### config.mk
export PLATFORM = sky130hd
export DESIGN_NAME = multicycle_ctrl
export DESIGN_NICKNAME = d
export VERILOG_FILES = /design/src/rtl/multicycle_pkg.sv /design/src/rtl/alu_decoder.sv /design/src/rtl/multicycle_ctrl.sv
export SDC_FILE = /design/constraint.sdc
export NUM_CORES = 1
export LEC_CHECK = 0
export BUFFER_PORTS_ARGS = -buffer_cell sky130_fd_sc_hd__buf_2
export CORE_MARGIN = 1.5
export CORE_UTILIZATION = 52
export CTS_BUF_LIST = sky130_fd_sc_hd__clkbuf_4 sky130_fd_sc_hd__clkbuf_8 sky130_fd_sc_hd__clkbuf_16
export CTS_CLUSTER_DIAMETER = 200
export DETAILED_ROUTE_END_ITERATION = 8
export HOLD_SLACK_MARGIN = 0.02
export PLACE_DENSITY = 0.8
export SYNTH_ARGS = -nofsm -noshare
export SYNTH_HDL_FRONTEND = slang
export SYNTH_SLANG_ARGS = --single-unit
### constraint.sdc
create_clock -name clk -period 2.7 [get_ports clk]
set_input_delay 0 -clock clk [delete_from_list [all_inputs] [get_ports clk]]
set_output_delay 0 -clock clk [all_outputs]
set_load 0.01 [all_outputs]
### src/rtl/multicycle_pkg.sv
// Shared types and encodings for the multi-cycle RV32I control core.
// States, opcodes, ALU operation codes and immediate selects live here.
package multicycle_pkg;

  typedef enum logic [4:0] {
    S_IDLE, S_FETCH, S_DECODE, S_MEMADR, S_MEMRD, S_MEMWB, S_MEMWR,
    S_EXECR, S_EXECI, S_ALUWB, S_BRANCH, S_JAL, S_JALR, S_LUI, S_AUIPC,
    S_HALT, S_FAULT
  } state_t;

  localparam logic [6:0] OPC_LOAD   = 7'b0000011;
  localparam logic [6:0] OPC_STORE  = 7'b0100011;
  localparam logic [6:0] OPC_OP     = 7'b0110011;
  localparam logic [6:0] OPC_OPIMM  = 7'b0010011;
  localparam logic [6:0] OPC_BRANCH = 7'b1100011;
  localparam logic [6:0] OPC_JAL    = 7'b1101111;
  localparam logic [6:0] OPC_JALR   = 7'b1100111;
  localparam logic [6:0] OPC_LUI    = 7'b0110111;
  localparam logic [6:0] OPC_AUIPC  = 7'b0010111;
  localparam logic [6:0] OPC_SYSTEM = 7'b1110011;

  localparam logic [3:0] ALU_ADD  = 4'b0000;
  localparam logic [3:0] ALU_SUB  = 4'b0001;
  localparam logic [3:0] ALU_AND  = 4'b0010;
  localparam logic [3:0] ALU_OR   = 4'b0011;
  localparam logic [3:0] ALU_XOR  = 4'b0100;
  localparam logic [3:0] ALU_SLT  = 4'b0101;
  localparam logic [3:0] ALU_SLTU = 4'b0110;
  localparam logic [3:0] ALU_SLL  = 4'b0111;
  localparam logic [3:0] ALU_SRL  = 4'b1000;
  localparam logic [3:0] ALU_SRA  = 4'b1001;

  localparam logic [2:0] IMM_I = 3'b000;
  localparam logic [2:0] IMM_S = 3'b001;
  localparam logic [2:0] IMM_B = 3'b010;
  localparam logic [2:0] IMM_U = 3'b011;
  localparam logic [2:0] IMM_J = 3'b100;

  function automatic logic [2:0] imm_sel(input logic [6:0] opcode);
    logic [2:0] sel;
    sel = IMM_I;
    case (opcode)
      OPC_STORE:          sel = IMM_S;
      OPC_BRANCH:         sel = IMM_B;
      OPC_LUI, OPC_AUIPC: sel = IMM_U;
      OPC_JAL:            sel = IMM_J;
      default:            sel = IMM_I;
    endcase
    return sel;
  endfunction

endpackage

### src/rtl/alu_decoder.sv
// Combinational funct3/funct7 to ALU operation decode for register and
// immediate arithmetic instructions.
module alu_decoder
  import multicycle_pkg::*;
(
  input  logic [2:0] funct3,
  input  logic       funct7b5,
  input  logic       is_op,
  output logic [3:0] alu_control
);

  always_comb begin
    alu_control = ALU_ADD;
    case (funct3)
      // ADDI has no SUB form, so funct7[5] only matters for register ops
      3'b000: alu_control = (is_op && funct7b5) ? ALU_SUB : ALU_ADD;
      3'b001: alu_control = ALU_SLL;
      3'b010: alu_control = ALU_SLT;
      3'b011: alu_control = ALU_SLTU;
      3'b100: alu_control = ALU_XOR;
      3'b101: alu_control = funct7b5 ? ALU_SRA : ALU_SRL;
      3'b110: alu_control = ALU_OR;
      default: alu_control = ALU_AND;
    endcase
  end

endmodule

### src/rtl/multicycle_ctrl.sv
// Multi-cycle RV32I control FSM driving a shared variable-latency memory
// port, with halt/fault handling and busy/retire performance counters.
module multicycle_ctrl
  import multicycle_pkg::*;
#(
  parameter int CNT_WIDTH   = 32,
  parameter int MEM_TIMEOUT = 16,
  parameter int TO_WIDTH    = 5
) (
  input  logic                 clk,
  input  logic                 rst,
  input  logic                 trigger,
  input  logic [31:0]          Instr,
  input  logic                 Zero,
  input  logic                 Lt,
  input  logic                 mem_ready,
  output logic                 mem_req,
  output logic                 MemWrite,
  output logic                 AdrSrc,
  output logic                 IRWrite,
  output logic                 PCWrite,
  output logic                 RegWrite,
  output logic [1:0]           ALUSrcA,
  output logic [1:0]           ALUSrcB,
  output logic [3:0]           ALUControl,
  output logic [1:0]           ResultSrc,
  output logic [2:0]           ImmSrc,
  output logic                 busy,
  output logic                 halted,
  output logic                 fault,
  output logic [CNT_WIDTH-1:0] cycle_count,
  output logic [CNT_WIDTH-1:0] instret_count
);

  state_t              state, next_state;
  logic [TO_WIDTH-1:0] to_cnt;
  logic                retire, timeout_hit, br_taken, br_bad;
  logic [3:0]          exec_op;
  logic [6:0]          opcode;
  logic [2:0]          funct3;
  logic                unused_instr_bits;

  assign opcode = Instr[6:0];
  assign funct3 = Instr[14:12];
  assign unused_instr_bits = ^{Instr[31], Instr[29:15], Instr[11:7]};

  alu_decoder u_alu_decoder (
    .funct3      (funct3),
    .funct7b5    (Instr[30]),
    .is_op       (state == S_EXECR),
    .alu_control (exec_op)
  );

  assign busy   = !(state inside {S_IDLE, S_HALT, S_FAULT});
  assign halted = (state == S_HALT);
  assign fault  = (state == S_FAULT);

  // Fires on the wait cycle that would bring the counter up to MEM_TIMEOUT
  assign timeout_hit = (MEM_TIMEOUT != 0) && !mem_ready &&
                       (to_cnt == TO_WIDTH'(MEM_TIMEOUT - 1));

  always_ff @(posedge clk) begin
    if (!rst) begin
      state         <= S_IDLE;
      cycle_count   <= '0;
      instret_count <= '0;
      to_cnt        <= '0;
    end else begin
      state <= next_state;
      if (busy)   cycle_count   <= cycle_count + CNT_WIDTH'(1);
      if (retire) instret_count <= instret_count + CNT_WIDTH'(1);
      to_cnt <= (mem_req && !mem_ready) ? to_cnt + TO_WIDTH'(1) : '0;
    end
  end

  always_comb begin
    next_state = state;
    retire     = 1'b0;
    mem_req    = 1'b0;
    MemWrite   = 1'b0;
    AdrSrc     = 1'b0;
    IRWrite    = 1'b0;
    PCWrite    = 1'b0;
    RegWrite   = 1'b0;
    ALUSrcA    = 2'd0;
    ALUSrcB    = 2'd0;
    ALUControl = ALU_ADD;
    ResultSrc  = 2'd0;
    ImmSrc     = IMM_I;
    br_taken   = 1'b0;
    br_bad     = 1'b0;

    case (state)
      S_IDLE, S_HALT: if (trigger) next_state = S_FETCH;
      S_FETCH: begin
        mem_req   = 1'b1;
        ALUSrcB   = 2'd2;
        ResultSrc = 2'd2;
        if (mem_ready) begin
          IRWrite    = 1'b1;
          PCWrite    = 1'b1;
          next_state = S_DECODE;
        end else if (timeout_hit) begin
          next_state = S_FAULT;
        end
      end
      S_DECODE: begin
        ALUSrcA = 2'd1;
        ALUSrcB = 2'd1;
        case (opcode)
          OPC_LOAD, OPC_STORE: next_state = S_MEMADR;
          OPC_OP:              next_state = S_EXECR;
          OPC_OPIMM:           next_state = S_EXECI;
          OPC_BRANCH:          next_state = S_BRANCH;
          OPC_JAL:             next_state = S_JAL;
          OPC_JALR:            next_state = S_JALR;
          OPC_LUI:             next_state = S_LUI;
          OPC_AUIPC:           next_state = S_AUIPC;
          OPC_SYSTEM:          next_state = S_HALT;
          default:             next_state = S_FAULT;
        endcase
      end
      S_MEMADR: begin
        ALUSrcA    = 2'd2;
        ALUSrcB    = 2'd1;
        next_state = (opcode == OPC_STORE) ? S_MEMWR : S_MEMRD;
      end
      S_MEMRD: begin
        mem_req = 1'b1;
        AdrSrc  = 1'b1;
        if (mem_ready)        next_state = S_MEMWB;
        else if (timeout_hit) next_state = S_FAULT;
      end
      S_MEMWB: begin
        ResultSrc  = 2'd1;
        RegWrite   = 1'b1;
        retire     = 1'b1;
        next_state = S_FETCH;
      end
      S_MEMWR: begin
        mem_req  = 1'b1;
        MemWrite = 1'b1;
        AdrSrc   = 1'b1;
        if (mem_ready) begin
          retire     = 1'b1;
          next_state = S_FETCH;
        end else if (timeout_hit) begin
          next_state = S_FAULT;
        end
      end
      S_EXECR: begin
        ALUSrcA    = 2'd2;
        ALUControl = exec_op;
        next_state = S_ALUWB;
      end
      S_EXECI: begin
        ALUSrcA    = 2'd2;
        ALUSrcB    = 2'd1;
        ALUControl = exec_op;
        next_state = S_ALUWB;
      end
      S_ALUWB: begin
        RegWrite   = 1'b1;
        retire     = 1'b1;
        next_state = S_FETCH;
      end
      S_BRANCH: begin
        ALUSrcA = 2'd2;
        case (funct3)
          3'b000: begin ALUControl = ALU_SUB;  br_taken = Zero;  end
          3'b001: begin ALUControl = ALU_SUB;  br_taken = !Zero; end
          3'b100: begin ALUControl = ALU_SLT;  br_taken = Lt;    end
          3'b101: begin ALUControl = ALU_SLT;  br_taken = !Lt;   end
          3'b110: begin ALUControl = ALU_SLTU; br_taken = Lt;    end
          3'b111: begin ALUControl = ALU_SLTU; br_taken = !Lt;   end
          default: br_bad = 1'b1;
        endcase
        if (br_bad) begin
          next_state = S_FAULT;
        end else begin
          PCWrite    = br_taken;
          retire     = 1'b1;
          next_state = S_FETCH;
        end
      end
      // PC takes the target held in ALUOut while OldPC+4 is formed for rd
      S_JAL: begin
        ALUSrcA    = 2'd1;
        ALUSrcB    = 2'd2;
        PCWrite    = 1'b1;
        next_state = S_ALUWB;
      end
      S_JALR: begin
        ALUSrcA    = 2'd2;
        ALUSrcB    = 2'd1;
        next_state = S_JAL;
      end
      S_LUI: begin
        ResultSrc  = 2'd3;
        RegWrite   = 1'b1;
        retire     = 1'b1;
        next_state = S_FETCH;
      end
      S_AUIPC: begin
        RegWrite   = 1'b1;
        retire     = 1'b1;
        next_state = S_FETCH;
      end
      S_FAULT: next_state = S_FAULT;
      default: next_state = S_IDLE;
    endcase

    if (!(state inside {S_IDLE, S_FETCH, S_HALT, S_FAULT})) ImmSrc = imm_sel(opcode);
  end

endmodule

# Word level (Yosys, flattened, before mapping)
# Index checks and enable logic that the tools add are counted.
# totals
regBits	74
inputBits	38
out_inout_bits	86
wordCells	104
# classes
add_sub_neg	3
n_eq_ne	35
muxes	32
reduce_logical	30
# ops
operator	n
$add A32 B1 Y32 const B	2
$pmux W5 S11	1
$eq A5 B4 Y1 const B	9
$pmux W5 S9	1
$mux W5	6
$eq A7 B7 Y1 const B	4
$pmux W4 S7	1
$reduce_or A2 Y1	12
$eq A7 B6 Y1 const B	3
$eq A5 B3 Y1 const B	4
$eq A7 B5 Y1 const B	2
$eq A3 B3 Y1 const B	4
$mux W1	12
$pmux W3 S4	1
$eq A5 B2 Y1 const B	2
$pmux W3 S3	1
$pmux W2 S2	2
$pmux W4 S2	1
$reduce_or A4 Y1	2
$eq A7 B2 Y1 const B	1
$eq A3 B2 Y1 const B	2
$pmux W1 S3	2
$pmux W2 S3	1
$reduce_or A3 Y1	2
other kinds (17)	22

# Logic depth before layout (Yosys ltp)
# depth
depth_word	6
ltp_mapped	8
depth_no_buf	8

# Modules after synthesis
# From an unflattened synthesis, not the netlist that was laid out.
# hier_totals
hier_cells	540
area_unflattened_um2	4315.4
# by_module_without_submodules
module	n_inst	cells_each	area_each_um2	seq_area_each_um2
multicycle_ctrl	1	530	4240.3	1481.4
alu_decoder	1	10	75.1	0.0

# Least setup slack after synthesis
# OpenSTA, ideal clock, no wires.
# synth_timing
path_type	reg2reg
start	register state[4]
end	register instret_count[22]
setup_time_ns	0.118
t_arrival_ns	1.834
required_ns	2.582
path_slack_ns	0.748
stages_incl_launch_ff	8
path_buffers	2
period_less_slack_ns	1.952
cell_sequence	dfxtp_1 buf_6 or2_1 buf_2 nor4_4 o21ai_2 or3_1 mux2i_1
# synth_via
elab_chain_cells	3
elab_cells_between_ends	8
classes_between	eq/ne: 6; mux: 1; reduce/logical: 1
# synth_lines
item	line_no	text
from (decl)	multicycle_ctrl.sv:35	state_t state, next_state;
from (signal assigned)	multicycle_ctrl.sv:69	state <= next_state;
$eq A5 B4 Y1 / $eq A5 B3 Y1 (equally long branches)	multicycle_ctrl.sv:93	case (state)
$reduce_or A4 Y1 (no source line)	n/a	
$pmux W1 S3 (*)	multicycle_ctrl.sv:93	
to (signal assigned)	multicycle_ctrl.sv:71	if (retire) instret_count <= instret_count + CNT_WIDTH'(1);
to (decl)	multicycle_ctrl.sv:32	output logic [CNT_WIDTH-1:0] instret_count
# Mark *: on every way between the ends. The rest lies on a longest branch, timed or not.
# A chain may end at the register's enable or synchronous reset.

# Worst setup path after layout
# layout_timing
start	register state[3]
end	output port ALUControl[3]
# layout_via
elab_chain_cells	3
elab_cells_between_ends	5
classes_between	eq/ne: 3; mux: 1; reduce/logical: 1
# layout_lines
item	line_no	text
$eq A5 B4 Y1 / $eq A5 B3 Y1 (equally long branches)	multicycle_ctrl.sv:93	
$reduce_or A2 Y1 (no source line)	n/a	
$pmux W4 S2 (*)	multicycle_ctrl.sv:93	
to (decl)	multicycle_ctrl.sv:25	output logic [3:0] ALUControl,
# Marks and branches as above.

==> summary.txt <==
Run status
  • Status: finished, final reports clean

Global route
  • Overall global routing resource usage: 0.247
  • Largest net degree at the start of global routing: 34
  • GRT overflow: 0
  • Vias in the first global route: 3,724
  • Antenna violations before repair: 0
  • First-pass GRT wire length: 17,400 µm

Synthesis
  • Synth cell types: 52
  • Syn Inst Count: 540
  • Syn Area/Cell: 7.87 µm²
  • Seq cells post-synth: 74
  • Mapped Area: about 4200 µm²
  • Yosys warning count: 0
  • Top FF cell, synth: dfxtp_1
  • Ys async rst share: 0
  • Post-synth EDFFs: 0
  • Syn_nets: approximately 580
  • Register area share after synthesis: 0.349

Route
  • Routed Antenna Nets: 0
  • DRC: 0
  • Routed vias: 4,243
  • DR WL/cell: 14.4 µm
  • DRT iter0 DRCs: 240
  • Final WL: ~11,000 µm
  • DRT Pass-1 Iters: 5
  • DR vias/cell: 5.74

Final layout
  • Fillers: 728
  • Area Overhead vs Synth: 18.9%
  • Multi-input logic area: 2570 µm²
  • Ant diodes: 0
  • Final net count: 675
  • Share of layout cells above drive strength 1: 0.223
  • Design area: approximately 5100 µm²
  • FF/Latch Area: roughly 1500 µm²

Min path
  • Worst hold-check path type: in2reg
  • Hold Crit Depth: 3

STA
  • Max Slew Vio Count: 0
  • Final setup fails: 0
  • Final period util: 0.887
  • Layout Skew: 0.0123 ns
  • Tmin final: ~2.4 ns
  • Fin worst setup slack: 0.304 ns
  • Unrepaired setup endpoints after global routing: false
  • Final hold vios: 0
  • Slew @ Worst Pin: 0.639 ns
  • Rel. slew slack: 0.574
  • Fmax: ~420 MHz
  • Setup TNS: 0 ns

Critical path
  • Critical Path End Type: primary output
  • CP Class: reg2out
  • Setup crit start kind: register
  • CP required: 2.70 ns
  • CP max FO: 20
  • Worst Reg-to-Reg Cells: 6
  • Critical path arrival: 2.40 ns

Floorplan
  • Die area: 8720 µm²
  • Top-level port count: 124
  • Initial core utilization: 0.544
  • Core area: 7810 µm²
  • Die Ht: 93.4 µm
  • Core Rows: 32
  • Die Wd: 93.4 µm

Placed design
  • Post-Place Worst Slack: about 0.54 ns
  • Post-DP HPWL: 7570 µm
  • Dpl cell area: 4860 µm²
  • Port bufs: 102
  • Routability cong.: 0.919

CTS
  • Total CTS buffers: 9
  • Clock Pin Slew Worst Setup and Hold Paths: roughly 0.080 ns
  • Sink Count: 74
  • CTS tree: done
  • Worst skew pair latency: 0.35 ns
  • Root buffer cell: clkbuf_8
  • CTS max path bufs: 2
  • Post CTS Setup Buffer Count: 0
  • H-tree depth reported by CTS: 3

Power and ir drop
  • Pwr Total: 0.00223 W
  • Power Density: 440 nW/µm²
  • Worst VDD drop: just over 0.4 mV
  • Static leakage: 2.16 nW

Run
  • Max Cap Viol: 0
## cell usage after synthesis (2+ instances only)
cell type	count	area share
buf_2	5	0.0059
nor3b_1	7	0.012
nor2b_1	6	0.0088
clkbuf_1	28	0.025
nor4_1	5	0.0074
and2_1	13	0.019
nor3_1	19	0.022
a21oi_1	24	0.028
o41ai_1	2	0.0041
a221oi_1	2	0.0041
nand2_1	42	0.037
o21ai_0	24	0.028
or3_1	10	0.015
nand4b_1	3	0.0062
and3_1	13	0.019
nand4_1	24	0.035
and4_1	4	0.0082
a31oi_1	4	0.0059
nand3b_1	2	0.0035
o21ai_2	2	0.0041
nor2_1	69	0.061
ha_1	4	0.012
o211ai_1	6	0.011
inv_1	12	0.011
buf_1	2	0.0018
o21a_1	4	0.0071
o2111ai_1	11	0.023
o311ai_0	2	0.0041
mux2i_1	13	0.031
xor2_1	36	0.074
nand3_1	20	0.024
o31ai_1	2	0.0035
dfxtp_1	74	0.35
xnor2_1	13	0.027
nand2b_1	16	0.024
## registers in the layout, summed over array words and instances, names as in the netlist
name and cells:
cycle_count 32, state 5, instret_count 32, to_cnt 5
## repair_timing
action,CTS,global route
hold buffers,0,0
endpoints found under the hold margin,0,0
gates resized for setup,0,1
endpoints found under the setup margin,0,1
## worst max-delay path: stages (launching register included)
cell and delay (ns):
dfxtp_2 0.42, buf_4 0.26, or4b_2 0.62, a21oi_1 0.29, nand2_1 0.11, nor3b_1 0.18
buf_2 0.16
## final timing paths
kind	slack, ns	to	startpoint
worst max-delay path	0.30	ALUControl[3]	state[3]
worst min register to register	0.46	to_cnt[0]	to_cnt[0]
worst max register to register	0.52	instret_count[23]	state[0]
worst min-delay path	0.12	state[0]	mem_ready
## per-stage QoR
| step | instances | util | hold WS, ns |
|---|---|---|---|
| floorplan | 540 | - | 0.0503 |
| global placement | 724 | 0.622 | 0.333 |
| detailed placement | 724 | 0.622 | 0.342 |
| CTS | 739 | 0.647 | 0.110 |
| global route | 739 | 0.647 | 0.134 |
| finish | 739 | 0.647 | 0.124 |
## routing by layer
metal,global-route usage,wire length (µm)
met5,0,0
met4,0.0947,169
met3,0.0472,549
met2,0.407,5050
met1,0.318,4870
## final cells by class
class | count | share of cell area
clock buffers | 12 | 0.0302
clock inverters | 3 | 0.00792
inverters | 12 | 0.00892
multi-input cells | 418 | 0.509
flip-flops and latches | 74 | 0.293
well taps | 102 | 0.0253
repair buffers | 118 | 0.125
## where the power goes
group / switching (W) / internal [W]
clock network: 0.000383 / 0.000465
registers: 0.0000191 / 0.00110
logic: 0.000158 / 0.0000966
## logic make-up (layout without fill, tap and decap cells)
family	Yosys count	count (layout)	synth area share
AO/OA/AOI/OAI	92	92	0.143
XOR/XNOR	49	49	0.101
adder cells (fa/ha/maj)	4	4	0.0118
buffers and inverters	48	145	0.0456
flip-flops	74	74	0.349
multiplexers	13	13	0.0306
AND/OR/NAND/NOR	260	260	0.320
## cells in the final DEF, fill, tap and decap left out, drive strengths merged, types with 2 or more instances in the layout
master / synthesis / layout
and4: 4 / 4
inv: 12 / 12
and3: 13 / 13
or3: 10 / 10
o41ai: 2 / 2
and2: 13 / 13
nor2: 69 / 69
clkinv: 0 / 2
nand3b: 2 / 2
o21a: 4 / 4
a31oi: 4 / 4
nand4b: 3 / 3
a211oi: 2 / 2
xor2: 36 / 36
nand3: 20 / 20
a21oi: 24 / 24
clkbuf: 28 / 12
nand4: 24 / 24
nor3: 19 / 19
nand2: 42 / 42
o2111ai: 11 / 11
nor2b: 6 / 6
o31ai: 2 / 2
or2: 2 / 2
nand2b: 16 / 16
mux2i: 13 / 13
o211ai: 6 / 6
dfxtp: 74 / 74
ha: 4 / 4
a221oi: 2 / 2
nor3b: 7 / 7
nor4: 7 / 7
xnor2: 13 / 13
o311ai: 2 / 2
buf: 8 / 118
o21ai: 26 / 26
No activity file was read; power rests on OpenSTA's default activity.
